[config.mk]
export PLATFORM = sky130hd
export DESIGN_NAME = eth_mdio_responder
export DESIGN_NICKNAME = d
export VERILOG_FILES = /design/src/rtl/eth_mdio_responder.sv
export SDC_FILE = /design/constraint.sdc
export NUM_CORES = 1
export LEC_CHECK = 0
export ABC_AREA = 0
export BUFFER_PORTS_ARGS = -buffer_cell sky130_fd_sc_hd__buf_2
export CAP_MARGIN = 20
export CORE_ASPECT_RATIO = 0.7
export CORE_MARGIN = 2
export CORE_UTILIZATION = 61
export CTS_CLUSTER_DIAMETER = 50
export DETAILED_ROUTE_END_ITERATION = 10
export PLACE_DENSITY = 0.93
export SETUP_SLACK_MARGIN = 0.5
export SYNTH_ARGS = -nofsm -noshare
export SYNTH_HDL_FRONTEND = slang
export SYNTH_SLANG_ARGS = --single-unit
[constraint.sdc]
create_clock -name clk_i -period 8.23 [get_ports clk_i]
set_input_delay 2.469 -clock clk_i [delete_from_list [all_inputs] [get_ports clk_i]]
set_output_delay 2.469 -clock clk_i [all_outputs]
set_load 0.02 [all_outputs]
[src/rtl/eth_mdio_responder.sv]
// Clause-22 MDIO responder (PHY side): oversamples MDC, decodes frames addressed to this PHY
// and bridges them onto a single-cycle local register read/write port.
module eth_mdio_responder #(
  parameter int unsigned SyncStages  = 3,
  parameter int unsigned PreambleLen = 32
) (
  input  logic        clk_i,
  input  logic        rst_i,
  input  logic [4:0]  phy_addr_i,
  input  logic        mdc_i,
  input  logic        mdio_i,
  output logic        mdio_o,
  output logic        mdio_oe_o,
  output logic        wr_valid_o,
  output logic [4:0]  wr_addr_o,
  output logic [15:0] wr_data_o,
  output logic        rd_req_o,
  output logic [4:0]  rd_addr_o,
  input  logic [15:0] rd_data_i,
  output logic        frame_err_o
);

  typedef enum logic [2:0] {
    StIdle, StSt2, StOp, StPhy, StReg, StTa, StWdata, StRdata
  } state_e;

  localparam logic [5:0] PreLen = 6'(PreambleLen);

  state_e          state_q, state_d;
  logic [SyncStages-1:0] mdc_sync_q, mdio_sync_q;
  logic            mdc_prev_q;
  logic [4:0]      cnt_q, cnt_d;
  logic [5:0]      pre_q, pre_d;
  logic [15:0]     sh_q, sh_d, sh_next;
  logic            is_rd_q, is_rd_d;
  logic [4:0]      regad_q, regad_d;
  logic [15:0]     tx_q, tx_d;
  logic            cap_q;
  logic            mdio_o_q, mdio_o_d, mdio_oe_q, mdio_oe_d;
  logic            wr_valid_q, wr_valid_d, rd_req_q, rd_req_d, frame_err_q, frame_err_d;
  logic [4:0]      wr_addr_q, wr_addr_d, rd_addr_q, rd_addr_d;
  logic [15:0]     wr_data_q, wr_data_d;
  logic            mdc_rise, bit_in, op_read, op_write, ta_ok;

  assign mdc_rise = mdc_sync_q[SyncStages-1] & ~mdc_prev_q;
  assign bit_in   = mdio_sync_q[SyncStages-1];
  assign sh_next  = {sh_q[14:0], bit_in};
  assign op_read  = (sh_next[1:0] == 2'b10);
  assign op_write = (sh_next[1:0] == 2'b01);
  assign ta_ok    = (sh_next[1:0] == 2'b10);

  always_ff @(posedge clk_i or posedge rst_i) begin
    if (rst_i) begin
      mdc_sync_q  <= '0;
      mdio_sync_q <= '0;
      mdc_prev_q  <= 1'b0;
      state_q     <= StIdle;
      cnt_q       <= '0;
      pre_q       <= '0;
      sh_q        <= '0;
      is_rd_q     <= 1'b0;
      regad_q     <= '0;
      tx_q        <= '0;
      cap_q       <= 1'b0;
      mdio_o_q    <= 1'b0;
      mdio_oe_q   <= 1'b0;
      wr_valid_q  <= 1'b0;
      wr_addr_q   <= '0;
      wr_data_q   <= '0;
      rd_req_q    <= 1'b0;
      rd_addr_q   <= '0;
      frame_err_q <= 1'b0;
    end else begin
      mdc_sync_q  <= {mdc_sync_q[SyncStages-2:0], mdc_i};
      mdio_sync_q <= {mdio_sync_q[SyncStages-2:0], mdio_i};
      mdc_prev_q  <= mdc_sync_q[SyncStages-1];
      state_q     <= state_d;
      cnt_q       <= cnt_d;
      pre_q       <= pre_d;
      sh_q        <= sh_d;
      is_rd_q     <= is_rd_d;
      regad_q     <= regad_d;
      tx_q        <= tx_d;
      cap_q       <= rd_req_q;
      mdio_o_q    <= mdio_o_d;
      mdio_oe_q   <= mdio_oe_d;
      wr_valid_q  <= wr_valid_d;
      wr_addr_q   <= wr_addr_d;
      wr_data_q   <= wr_data_d;
      rd_req_q    <= rd_req_d;
      rd_addr_q   <= rd_addr_d;
      frame_err_q <= frame_err_d;
    end
  end

  // cnt_q counts bits within the current field; it is cleared on every state change.
  always_comb begin
    state_d = state_q;
    cnt_d   = cnt_q;
    pre_d   = pre_q;
    sh_d    = sh_q;
    is_rd_d = is_rd_q;
    if (mdc_rise) begin
      sh_d  = sh_next;
      cnt_d = cnt_q + 5'd1;
      unique case (state_q)
        StIdle: begin
          cnt_d = '0;
          if (bit_in) begin
            if (pre_q < PreLen) pre_d = pre_q + 6'd1;
          end else begin
            if (pre_q >= PreLen) state_d = StSt2;
            pre_d = '0;
          end
        end
        StSt2: begin
          cnt_d   = '0;
          state_d = bit_in ? StOp : StIdle;
        end
        StOp: if (cnt_q == 5'd1) begin
          cnt_d   = '0;
          is_rd_d = op_read;
          state_d = (op_read || op_write) ? StPhy : StIdle;
        end
        StPhy: if (cnt_q == 5'd4) begin
          cnt_d   = '0;
          state_d = (sh_next[4:0] == phy_addr_i) ? StReg : StIdle;
        end
        StReg: if (cnt_q == 5'd4) begin
          cnt_d   = '0;
          state_d = StTa;
        end
        StTa: begin
          if (is_rd_q) begin
            cnt_d   = '0;
            state_d = StRdata;
          end else if (cnt_q == 5'd1) begin
            cnt_d   = '0;
            state_d = ta_ok ? StWdata : StIdle;
          end
        end
        StWdata: if (cnt_q == 5'd15) begin
          cnt_d   = '0;
          state_d = StIdle;
        end
        StRdata: if (cnt_q == 5'd16) begin
          cnt_d   = '0;
          state_d = StIdle;
        end
        default: state_d = StIdle;
      endcase
    end
  end

  always_comb begin
    wr_valid_d  = 1'b0;
    rd_req_d    = 1'b0;
    frame_err_d = 1'b0;
    mdio_o_d    = mdio_o_q;
    mdio_oe_d   = mdio_oe_q;
    wr_addr_d   = wr_addr_q;
    wr_data_d   = wr_data_q;
    rd_addr_d   = rd_addr_q;
    regad_d     = regad_q;
    tx_d        = tx_q;
    // Read data is taken one cycle after the request strobe, long before the first data edge.
    if (cap_q) tx_d = rd_data_i;
    if (mdc_rise) begin
      case (state_q)
        StSt2: frame_err_d = ~bit_in;
        StOp: if (cnt_q == 5'd1 && !(op_read || op_write)) frame_err_d = 1'b1;
        StReg: if (cnt_q == 5'd4) begin
          regad_d = sh_next[4:0];
          if (is_rd_q) begin
            rd_req_d  = 1'b1;
            rd_addr_d = sh_next[4:0];
          end
        end
        StTa: begin
          if (is_rd_q) begin
            mdio_oe_d = 1'b1;
            mdio_o_d  = 1'b0;
          end else if (cnt_q == 5'd1 && !ta_ok) begin
            frame_err_d = 1'b1;
          end
        end
        StWdata: if (cnt_q == 5'd15) begin
          wr_valid_d = 1'b1;
          wr_addr_d  = regad_q;
          wr_data_d  = sh_next;
        end
        StRdata: begin
          if (cnt_q == 5'd16) begin
            mdio_oe_d = 1'b0;
            mdio_o_d  = 1'b0;
          end else begin
            mdio_o_d = tx_q[15];
            tx_d     = {tx_q[14:0], 1'b0};
          end
        end
        default: ;
      endcase
    end
  end

  assign mdio_o      = mdio_o_q;
  assign mdio_oe_o   = mdio_oe_q;
  assign wr_valid_o  = wr_valid_q;
  assign wr_addr_o   = wr_addr_q;
  assign wr_data_o   = wr_data_q;
  assign rd_req_o    = rd_req_q;
  assign rd_addr_o   = rd_addr_q;
  assign frame_err_o = frame_err_q;

endmodule
* Word-level counts from Yosys, hierarchy flattened
Index checks and enable logic that the tools add are counted. Widths: inputs -> output; s select.
Cells by class: reduce and logical (&&, ||, !) cells 17, add/subtract/negate cells 2, bitwise gates (word level) 3, $lt $le $gt $ge 2, mux-type cells 44, equality and inequality tests 24
Operator list (number):
- $mux 16 | 4
- $mux 3 | 11
- $pmux 5 s6 | 1
- $mux 5 | 5
- $pmux 3 s8 | 1
- $ne 2x2->1 const B | 8
- $mux 1 | 15
- $reduce_and 3->1 | 5
- $eq 3x3->1 const B | 4
- $mux 6 | 2
- $reduce_and 9->1 | 1
- $reduce_and 4->1 | 2
- $add 6x1->6 const B | 1
- $eq 3x2->1 const B | 2
- $ge 6x6->1 const B | 1
- $lt 6x6->1 const B | 1
- $add 5x1->5 const B | 1
- $eq 5x1->1 const B | 1
- $eq 5x3->1 const B | 1
- $eq 5x4->1 const B | 1
- $eq 5x5->1 | 1
- $eq 5x5->1 const B | 1
- $mux 2 | 2
- $pmux 1 s2 | 2
- other kinds (14) | 18
Storage, ports and cells: register bits after elaboration 90, output and inout bits 31, logic and storage cells 111

* Longest topological paths before layout
depth in word-level cells 7, gate-level depth with buffers 8, gate-level depth less buffers 7

* Worst setup path before layout
Ideal clock, no wire load.
path kind input -> register, from input phy_addr_i[4], to register state_q[2], arrival 3.133 ns, stages on the path 5, setup slack 4.970 ns, path buffers 0, cell sequence xor2_1 nor4_1 a31oi_1 nor2_1 mux2_1
Between the ends: cells in the longest elaborated chain, start to end 4
RTL lines:
- start, declared | RTL line 9 | input logic [4:0] phy_addr_i,
- $eq 5x5->1 | RTL line 127 | state_d = (sh_next[4:0] == phy_addr_i) ? StReg : StIdle;
- $mux 3 | RTL line 127
- $mux 3 | RTL line 125 | StPhy: if (cnt_q == 5'd4) begin
- $pmux 3 s8 | RTL line 106 | unique case (state_q)
- end signal, assigned | RTL line 57 | state_q <= StIdle;
- end signal, assigned | RTL line 77 | state_q <= state_d;
- end, declared | RTL line 29 | state_e state_q, state_d;
Every way passes these cells. The select of a mux whose other input is x is not followed. A chain may end at the register's enable or synchronous reset.

* Final worst setup path
from register mdio_oe_q (netlist: mdio_oe_o), to output mdio_oe_o
RTL lines:
- start, declared | RTL line 39 | logic mdio_o_q, mdio_o_d, mdio_oe_q, mdio_oe_d;
- start signal, assigned | RTL line 86 | mdio_oe_q <= mdio_oe_d;
- end, declared | RTL line 13 | output logic mdio_oe_o,
No word-level cell between the ends.

==> impl_metrics.csv <==
group,metric,value,unit
outcome,status,"completed",
clocking,h-tree-depth,3,
timing,finalMaxSlewViolations,0,
timing,post-route-period-util,41.3,%
clocking,cts_tree,"built",
layout,drive_gt1_share,28.5,%
timing,relSlewSlack,32.7,%
global_routing,grt_max_degree,91,
floorplanning,die_h,71.6,um
yosys,synth_adder_area_share,2.51,%
yosys,async_reset_ff_share,100,%
critical_path,critPathKind,"register to primary output",
yosys,yosysSeqAreaShare,56.6,%
timing,rsz0062_at_grt,"no",
timing,worst_pin_slew,1.01,ns
timing,worst_slack,4.83,ns
timing,max_clock_freq,294,MHz
floorplanning,num_io_pins,56,
timing,setup-tns-final,0,ns
yosys,synthMuxAreaShare,14.2,%
detailed_routing,drtIter0Drc,152,
power_and_ir_drop,p_per_area,190,nW/um^2
layout,n_antenna_cell,0,
clocking,clock_path_buffers,2,
yosys,yosys.area_share.xor_xnor,1.76,%
flow_run,maxCapViolations,0,
detailed_routing,vias,2690,
clocking,hold_buffers,0,
timing,whs,0.352,ns
yosys,syn_area,3980,um^2
timing,setup_violations,0,
placement,dpl.hpwl,4990,um
layout,syn_to_final_growth,14.8,%
power_and_ir_drop,cellLeakagePower,0.00222,uW
detailed_routing,drtAntennaViolNets,0,
critical_path,end_kind,"primary output",
detailed_routing,vias_per_cell,5.59,
critical_path,reg2reg_slack,5.78,ns
yosys,syn_inst,347,
clocking,ctsResizeCount,0,
critical_path,crit_chain,"buf_2",
detailed_routing,wl,7490,um
critical_path,critPathLaunchType,"register",
global_routing,grt_first_pass_wirelength,13000,um
critical_path,cpPeakStageDelay,0.41,ns
critical_path,crit_path_top_delay_cell,"dfrtp_1",
global_routing,grt_antenna_before_repair,0,
yosys,synth_compound_area_share,6.60,%
floorplanning,core_area,6280,um^2
critical_path,cpLargestDelayFamily,"flip-flops",
power_and_ir_drop,ir_drop,147,uV
floorplanning,rows,24,
global_routing,grt_pass1_vias,2783,
timing,min_period,3.40,ns
clocking,cts-buffers-inserted,9,
yosys,synth_top_family_by_area,"simple AND/OR/NAND/NOR gates",
min_path,min_path_type,"register to register",
placement,routabilityCongestion,0.800,
critical_path,cp_num_buf_inv,1,
timing,hold_viol,0,
critical_path,crit_fanout,3,
placement,place_ws,4.64,ns
placement,io_buffers,55,
yosys,syn_nets,380,
yosys,synth-simple-area-share,15.3,%
floorplanning,start_util,63.4,%
yosys,synth-seq-cells,90,
clocking,path_clk_slew,0.08,ns
layout,final_nets,432,
detailed_routing,drcViolationCount,0,
clocking,clock-sinks,90,
floorplanning,dieArea,7200,um^2
yosys,synth.distinct_cells,43,
global_routing,overflow,0,
clocking,root_buffer,"clkbuf_8",
clocking,clk_latency,0.35,ns
yosys,yosys_warnings,0,
yosys,avgSynthCellArea,11.5,um^2
global_routing,grt_usage,23.4,%
yosys,ys.flop_type,"dfrtp_1",
detailed_routing,wl_per_cell,15.6,um
timing,skew,0.00955,ns
floorplanning,die_w,101,um
detailed_routing,dr.pass1.iters,5,
yosys,synth-edff-count,0,
critical_path,crit_required,5.76,ns
clocking,post_cts_buffers,0,
critical_path,cp.arrival,0.93,ns
[cell families after synthesis]
kind of cell    count (synthesis)
mux                            52
flops                          90
simple gates                  117
fa+ha+maj                       8
compound gates                 42
buf+inv                        30
xor+xnor                        8
[synth_stat cells (all sizes together) (4+ instances only)]
cell    instances  area, um^2
a21oi          18        90.1
a31oi           4        25.0
and3            5        31.3
buf             9        43.8
clkbuf         10        37.5
dfrtp          90        2250
ha              8         100
inv            11        41.3
mux2           35         394
mux2i          17         170
nand2          50         188
nand3           9        45.0
nand4           4        40.0
nor2           28         105
o21ai          11        58.8
xor2            6        52.6
[layer usage]
| metal | GRT usage, % | routed length (um) |
|---|---|---|
| met1 | 33.1 | 3530 |
| met2 | 35.8 | 3510 |
| met3 | 6.93 | 377 |
| met4 | 6.85 | 72 |
| met5 | 0 | 0 |
[worst paths after layout]
kind | start | end | cells past startpoint
worst max-delay path | mdio_oe_o | mdio_oe_o | 1
worst min-delay path | mdio_sync_q[0] | mdio_sync_q[1] | 0
worst max register to register | state_q[1] | wr_addr_o[3] | 3
worst min register to register | mdio_sync_q[0] | mdio_sync_q[1] | 0
max in group asynchronous | rst_i | state_q[2] | 4
min in group asynchronous | rst_i | frame_err_o | 3
[flip-flops by register name, summed over array words and instances, names as in the netlist]
register and flops:
pre_q 6, rd_req_o 1, mdc_prev_q 1, wr_valid_o 1, state_q 3, rd_addr_o 5
wr_addr_o 5, is_rd_q 1, mdio_o 1, mdio_oe_o 1, sh_q 15, mdc_sync_q 3
tx_q 16, mdio_sync_q 3, cap_q 1, cnt_q 5, frame_err_o 1, regad_q 5
wr_data_o 16
[power breakdown]
| part | switching, uW | total [uW] | internal (uW) |
|---|---|---|---|
| Sequential | 18.5 | 478 | 460 |
| Combinational | 27.9 | 45.8 | 17.9 |
| Clock | 144 | 344 | 200 |
[stage by stage]
stage / power [uW] / cell area [um^2] / std cells / utilization, %
floorplan: 511 / 3980 / 347 / -
global placement: 527 / 4300 / 464 / 68.4
detailed placement: 532 / 4300 / 464 / 68.4
CTS: 875 / 4530 / 479 / 72.1
global route: 905 / 4570 / 481 / 72.8
finish: 869 / 4570 / 481 / 72.8
[layout make-up]
cell class / count / area (um^2)
clock buffers: 10 / 128
clock inverters: 5 / 104
fillers: 420 / 1710
inverters: 11 / 42.5
multi-input cells: 227 / 1610
flip-flops and latches: 90 / 2250
well taps: 78 / 97.6
repair buffers: 60 / 340
[layout by cell type, fill, tap and decap left out, types with 3 or more instances in the layout]
cell type	netlist	final
nand4_1	3	3
a31oi_1	4	4
dfrtp_1	90	90
mux2_2	32	32
buf_4	0	3
xor2_1	6	6
buf_2	8	55
o21ai_0	10	10
clkbuf_8	0	9
nand3_1	9	9
and3_1	5	5
inv_1	11	10
mux2i_1	17	17
nor2_1	28	28
nor3b_1	3	3
bufinv_16	0	3
ha_1	8	8
nand2_1	50	50
a21oi_1	18	18
nand2b_1	3	3
mux2_1	3	3
No activity file was read; power rests on OpenSTA's default activity.
